==> config.mk <==
export PLATFORM = sky130hd
export DESIGN_NAME = dense_mac_q88
export DESIGN_NICKNAME = d
export VERILOG_FILES = /design/src/rtl/dense_mac_q88.sv
export SDC_FILE = /design/constraint.sdc
export NUM_CORES = 1
export LEC_CHECK = 0
export ABC_AREA = 1
export CORE_UTILIZATION = 36
export CTS_BUF_LIST = sky130_fd_sc_hd__clkbuf_16
export CTS_CLUSTER_SIZE = 8
export DETAILED_ROUTE_END_ITERATION = 12
export GPL_TIMING_DRIVEN = 0
export PLACE_DENSITY_LB_ADDON = 0.08
export SYNTH_ARGS = -nofsm -noshare
export SYNTH_HDL_FRONTEND = slang
export SYNTH_SLANG_ARGS = --single-unit
export TNS_END_PERCENT = 10
==> constraint.sdc <==
create_clock -name clk -period 13.45 [get_ports clk]
set_input_delay 1.345 -clock clk [delete_from_list [all_inputs] [get_ports clk]]
set_output_delay 1.345 -clock clk [all_outputs]
set_load 0.005 [all_outputs]
==> src/rtl/dense_mac_q88.sv <==
// dense_mac_q88: streaming Q8.8 dot-product engine with bias.
// Accepts N_IN (x, w) beats, accumulates full-precision Q16.16 products in a
// 40-bit accumulator, adds bias in a one-cycle FIN state and emits a single
// out_valid pulse carrying the Q8.8 pre-activation and an overflow flag.
// Optional build macro: DENSE_MAC_SAT_EN -- clamp y_out to the Q8.8 range
// instead of wrapping. ovf is reported the same way in both builds.
module dense_mac_q88 #(
  parameter int N_IN = 8
) (
  input  logic               clk,
  input  logic               rst_n,
  input  logic               start,
  input  logic               in_valid,
  output logic               in_ready,
  input  logic signed [15:0] x_in,
  input  logic signed [15:0] w_in,
  input  logic signed [15:0] bias,
  output logic               out_valid,
  output logic signed [15:0] y_out,
  output logic               ovf,
  output logic               busy
);

  localparam int               CW   = $clog2(N_IN + 1);
  localparam logic [CW-1:0]    LAST = CW'(N_IN - 1);
  localparam logic signed [39:0] Q_MAX = 40'sd32767;
  localparam logic signed [39:0] Q_MIN = -40'sd32768;

  typedef enum logic [1:0] {
    S_IDLE,
    S_ACC,
    S_FIN
  } state_t;

  state_t                r_state;
  logic signed [39:0]    r_acc;
  logic [CW-1:0]         r_cnt;

  logic                  w_accept;
  logic signed [31:0]    w_prod;
  logic signed [39:0]    w_prod_ext;
  logic signed [39:0]    w_bias_ext;
  logic signed [39:0]    w_sum;
  logic signed [39:0]    w_res;
  logic                  w_ovf;
  logic signed [15:0]    w_y;

  // Handshake and status decoded directly from the state register.
  assign in_ready = (r_state == S_ACC);
  assign busy     = (r_state != S_IDLE);
  assign w_accept = in_ready && in_valid;

  // Full-precision product and FIN-stage arithmetic.
  assign w_prod     = x_in * w_in;
  assign w_prod_ext = {{8{w_prod[31]}}, w_prod};
  assign w_bias_ext = {{16{bias[15]}}, bias, 8'h00};
  assign w_sum      = r_acc + w_bias_ext;
  assign w_res      = w_sum >>> 8;
  assign w_ovf      = (w_res > Q_MAX) || (w_res < Q_MIN);

  // Result formatting: clamp or two's-complement wrap.
  always_comb begin
    w_y = w_res[15:0];
`ifdef DENSE_MAC_SAT_EN
    if (w_res > Q_MAX) begin
      w_y = 16'sh7FFF;
    end else if (w_res < Q_MIN) begin
      w_y = 16'sh8000;
    end
`endif
  end

  // Control FSM, accumulator, beat counter and registered result outputs.
  always_ff @(posedge clk or negedge rst_n) begin
    if (!rst_n) begin
      r_state   <= S_IDLE;
      r_acc     <= '0;
      r_cnt     <= '0;
      out_valid <= 1'b0;
      y_out     <= '0;
      ovf       <= 1'b0;
    end else begin
      out_valid <= 1'b0;
      case (r_state)
        S_IDLE: begin
          if (start) begin
            r_acc   <= '0;
            r_cnt   <= '0;
            r_state <= S_ACC;
          end
        end
        S_ACC: begin
          if (w_accept) begin
            r_acc <= r_acc + w_prod_ext;
            r_cnt <= r_cnt + CW'(1);
            if (r_cnt == LAST) begin
              r_state <= S_FIN;
            end
          end
        end
        S_FIN: begin
          y_out     <= w_y;
          ovf       <= w_ovf;
          out_valid <= 1'b1;
          r_state   <= S_IDLE;
        end
        default: begin
          r_state <= S_IDLE;
        end
      endcase
    end
  end

endmodule

; Yosys cells after proc, flatten, opt, wreduce, memory -nomap -nowiden
; Cells that the tools add are included.
[word_totals]
out_inout_bits = 20
reg_bits = 64
inputBits = 52
elab_cells = 36
[classes]
n_mul = 1
muxes = 11
add_sub_neg = 3
n_reduce_logical = 7
eq_ne = 6
order_cmp = 2
[op_table]
columns = cell, n
row1 = $mux W40, 2
row2 = $pmux W40 S2, 1
row3 = $add A40 B24 Y40, 1
row4 = $add A40 B32 Y40, 1
row5 = $gt A32 B16 Y1 const B, 1
row6 = $lt A32 B16 Y1 const B, 1
row7 = $mul A16 B16 Y32, 1
row8 = $mux W4, 2
row9 = $pmux W4 S2, 1
row10 = $mux W2, 3
row11 = $reduce_and A3 Y1, 2
row12 = $add A4 B1 Y4 const B, 1
row13 = $eq A4 B3 Y1 const B, 1
row14 = $ne A2 B1 Y1 const B, 2
row15 = $pmux W2 S2, 1
row16 = $reduce_bool A2 Y1, 2
row17 = $eq A2 B1 Y1 const B, 1
row18 = $eq A2 B2 Y1 const B, 1
row19 = $logic_not A2 Y1, 1
row20 = $ne A2 B2 Y1 const B, 1
row21 = $logic_and A1 B1 Y1, 1
row22 = $logic_or A1 B1 Y1, 1
row23 = $mux W1, 1

; Logic depth before layout (Yosys ltp)
[logic_depth]
depth_word = 4
depth_mapped = 30
mapped_depth_nobuf = 28

; Worst setup path before layout
; No wires, ideal clock.
[synth_path]
path_kind = input -> register
from = input port w_in[3]
to = register r_acc[37]
setup_ns = 0.123
t_required_ns = 13.327
path_buffers = 2
setup_slack_ns = 6.461
path_stages = 24
arrival_ns = 6.866
cell_sequence = clkbuf_1 > clkbuf_1 > nand2_1 > inv_1 > fa_1 > fa_1 > inv_1 > fa_1 > fa_1 > inv_1 > fa_1 > inv_1 > fa_1 > inv_1 > ha_1 > nand2_1 > nor2_1 > inv_1 > nor4_1 > o21ai_0 > nand3_1 > a21oi_1 > o21ai_0 > nand2_1
[synth_via]
elab_chain_len = 4
[synth_rtl]
columns = item, line
row1 = from (decl), 16  ; input logic signed [15:0] w_in,
row2 = $mul A16 B16 Y32, 54  ; assign w_prod = x_in * w_in;
row3 = $add A40 B32 Y40, 94  ; r_acc <= r_acc + w_prod_ext;
row4 = $mux W40, 93  ; if (w_accept) begin
row5 = $pmux W40 S2, 84  ; case (r_state)
row6 = to (signal assigned), 94
row7 = to (decl), 36  ; logic signed [39:0] r_acc;
; No other way between the ends. The select of a mux whose other input is x is not followed.
; A chain may end at the register's enable or synchronous reset.

; Final worst setup path
[layout_path]
from = input port x_in[15]
to = register r_acc[37]
[layout_via]
elab_chain_len = 4
[layout_rtl]
columns = item, line
row1 = from (decl), 15  ; input logic signed [15:0] x_in,
row2 = $mul A16 B16 Y32, 54
row3 = $add A40 B32 Y40, 94
row4 = $mux W40, 93
row5 = $pmux W40 S2, 84
; No other way between the ends. The select of a mux whose other input is x is not followed.

==> results_dict.tcl <==
set metrics [dict create \
    clock_latency_ns 0.35 \
    pin_count 72 \
    fmax_mhz 113 \
    numPortBuffers 42 \
    tightest_slew_ns 1.23 \
    synth_cells 2470 \
    start_util_pct 36.7 \
    synth_nets 3000 \
    viasPerCell 4.69 \
    grt_pass1_vias 15200 \
    fin_area_sq_um 19700 \
    cts_sinks 64 \
    startpoint "x_in[15]" \
    cts_tree "done" \
    cts_buffers 9 \
    cts_hold_repair.buffers 0 \
    post-route-min-period_ns 8.86 \
    avgSynthCellArea_sq_um 7.33 \
    dp_hpwl_mm 47.9 \
    status "finished, final reports clean" \
    root_buffer "clkbuf_16" \
    nNetsFinal 3054 \
    grt.overflow.total 0 \
    ys_ff_latch 64 \
    synth_edf_count 0 \
    drc 0 \
    cp_max_fo 10 \
    r2r_slack_ns 8.03 \
    rsz0062_at_grt "false" \
    num_antenna_cells 0 \
    grt_pass1_wl_mm 85.5 \
    synthTopCellsByArea "fa_1 37%, inv_1 15%, nand2_1 14%" \
    dpl-instance-area_sq_um 19400 \
    finalSetupViolCount 0 \
    ys_seq_area_share_pct 8.85 \
    synth-async-reset-ratio_pct 100 \
    clk_pin_slew_ns 0.07 \
    areaGrowthSynthToFinish_pct 8.68 \
    fin_crit_sh_pct 65.9 \
    multiInputGateArea_sq_um 13500 \
    fillers 5347 \
    cts_resized 0 \
    die-area_sq_um 51200 \
    setup-tns-final_ns 0 \
    drive_gt1_share_pct 2.37 \
    synth_top_cell_by_area "fa_1" \
    first_pass_iters 5 \
    drtIter0Drc 848 \
    slew_headroom_pct 17.6 \
    num_vias 15000 \
    whs_ns 0.478 \
    cap_violations 0 \
    htreeDepth 3 \
    synthDistinctLibCells 44 \
    antenna_found_initial 0 \
    synth_top_area_share_pct 36.6 \
    hold_path_class "reg -> reg" \
    post_drt_wl_per_cell_um 16.7 \
    finalWeightedCongestion 0.906 \
    cts.path.max_buffers 2 \
    timing.rr.start "r_acc[15]" \
    rows 81 \
    cp-endpoint "r_acc[37]" \
    finClkSkew_ns 0.0124 \
    yosysWarnings 0 \
    drt-total-wl_mm 53.3 \
    synth-main-ff-cell "dfrtp_1" \
    reg2reg_depth 21 \
    seqCellArea_sq_um 1600 \
    cts_setup_buffers 0 \
    cp-start-kind "primary input" \
    grt_max_degree 54 \
    worstSetupEndpointType "flip-flop" \
    slew_violations 0 \
    dieWidth_um 226 \
    grt_use_total_pct 22.0 \
    worstPathArrival_ns 9.09 \
    hold_violations 0 \
    postRouteAntennaNets 0 \
    die_h_um 226 \
    worstSetupPathType "in -> reg" \
    r2r-end "r_acc[36]" \
    required_ns 13.68 \
    netlist_area_sq_um 18100 \
    core_area_sq_um 49300 \
]
-- critical path, cell delays in order --
cell	delay [ns]
clkdlybuf4s50_1	0.70
clkbuf_1	0.52
nand2_1	0.25
inv_1	0.14
fa_1	0.55
fa_1	0.53
inv_1	0.34
fa_1	0.62
fa_1	0.77
inv_1	0.15
fa_1	0.50
inv_1	0.05
fa_1	0.47
inv_1	0.04
ha_1	0.38
nand2_1	0.10
nor2_1	0.16
inv_1	0.10
nor4_1	0.56
o21ai_0	0.23
nand3_1	0.27
a21oi_1	0.09
o21ai_0	0.12
nand2_1	0.07
-- final cells by class --
type,instances,area share (%)
Multi-Input combinational cell,1613,68.7
Tap cell,664,4.22
Buffer,72,1.44
Sequential cell,64,8.14
Clock buffer,9,1.14
Timing Repair Buffer,43,2.26
Inverter,721,13.8
Clock inverter,7,0.350
-- stage by stage --
stage,cells,setup WS (ns),util [%]
2_1_floorplan,2470,6.46,-
5_1_grt,3193,3.99,39.9
6_report,3193,4.59,39.9
3_5_place_dp,3177,4.27,39.3
3_3_place_gp,3176,4.34,39.3
4_1_cts,3193,4.59,39.9
-- sequential cells by signal, indices dropped and copies added, names as in the netlist --
signal     flops
r_acc         40
y_out         16
r_cnt          4
r_state        2
out_valid      1
ovf            1
-- layout by cell type (no fill, tap or decap), types with 3 or more instances in the layout --
cell type	Yosys	final
xor2_1	11	11
inv_2	5	5
or2_2	3	3
a21oi_1	77	77
buf_4	3	4
nand4_1	10	10
o221ai_1	3	3
and2_1	7	7
clkbuf_16	0	9
xnor2_1	21	21
inv_1	716	716
o21ai_1	14	14
o31ai_1	6	6
nor2_1	129	129
nor2_2	7	7
nor3_1	9	9
o21bai_1	9	9
nand2_2	10	10
fa_1	331	331
a21oi_2	6	6
a21o_1	5	5
o21ai_0	54	54
clkbuf_1	66	66
nand3b_1	4	4
a31oi_1	8	8
ha_1	147	147
nand2_1	663	663
clkdlybuf4s50_1	0	41
a22o_1	5	5
nand3_1	56	56
dfrtp_1	64	64
-- routing by layer --
metal	track usage, %	wire length [um]
met1	31.1	24700
met5	0	0
met4	2.53	421
met2	36.9	25600
met3	2.77	2550
-- synth_stat cells (all sizes together) (2+ instances only) --
cell	count
inv	721
nand2	673
fa	331
ha	147
nor2	138
a21oi	84
o21ai	70
clkbuf	66
dfrtp	64
nand3	57
xnor2	21
xor2	11
nand4	10
nor3	10
o21bai	9
a31oi	8
and2	7
buf	6
o31ai	6
a21o	5
a22o	5
nand3b	4
or2	4
o221ai	3
nor4	2
o211ai	2
o21a	2
-- how the worst min path moves through the flow --
stage | startpoint | end | slack, ns | cells after the start
floorplan | r_acc[5] | r_acc[5] | 0.46 | 2
global placement | y_out[0] | y_out[0] | 0.46 | 2
detailed placement | ovf | ovf | 0.47 | 2
CTS | y_out[0] | y_out[0] | 0.49 | 2
global route | y_out[0] | y_out[0] | 0.50 | 2
finish | y_out[0] | y_out[0] | 0.48 | 2
-- kinds of logic (layout without fill, tap and decap cells) --
group / Yosys count / count (layout) / share of synthesized area [%]
buf+inv: 793 / 852 / 16.5
xor+xnor: 32 / 32 / 1.55
flops: 64 / 64 / 8.85
fa+ha+maj: 478 / 478 / 46.8
simple gates: 906 / 906 / 20.0
compound gates: 197 / 197 / 6.28
Power is not shown: default switching activity piles up to over one toggle a cycle in this logic, so the estimate is an artifact.
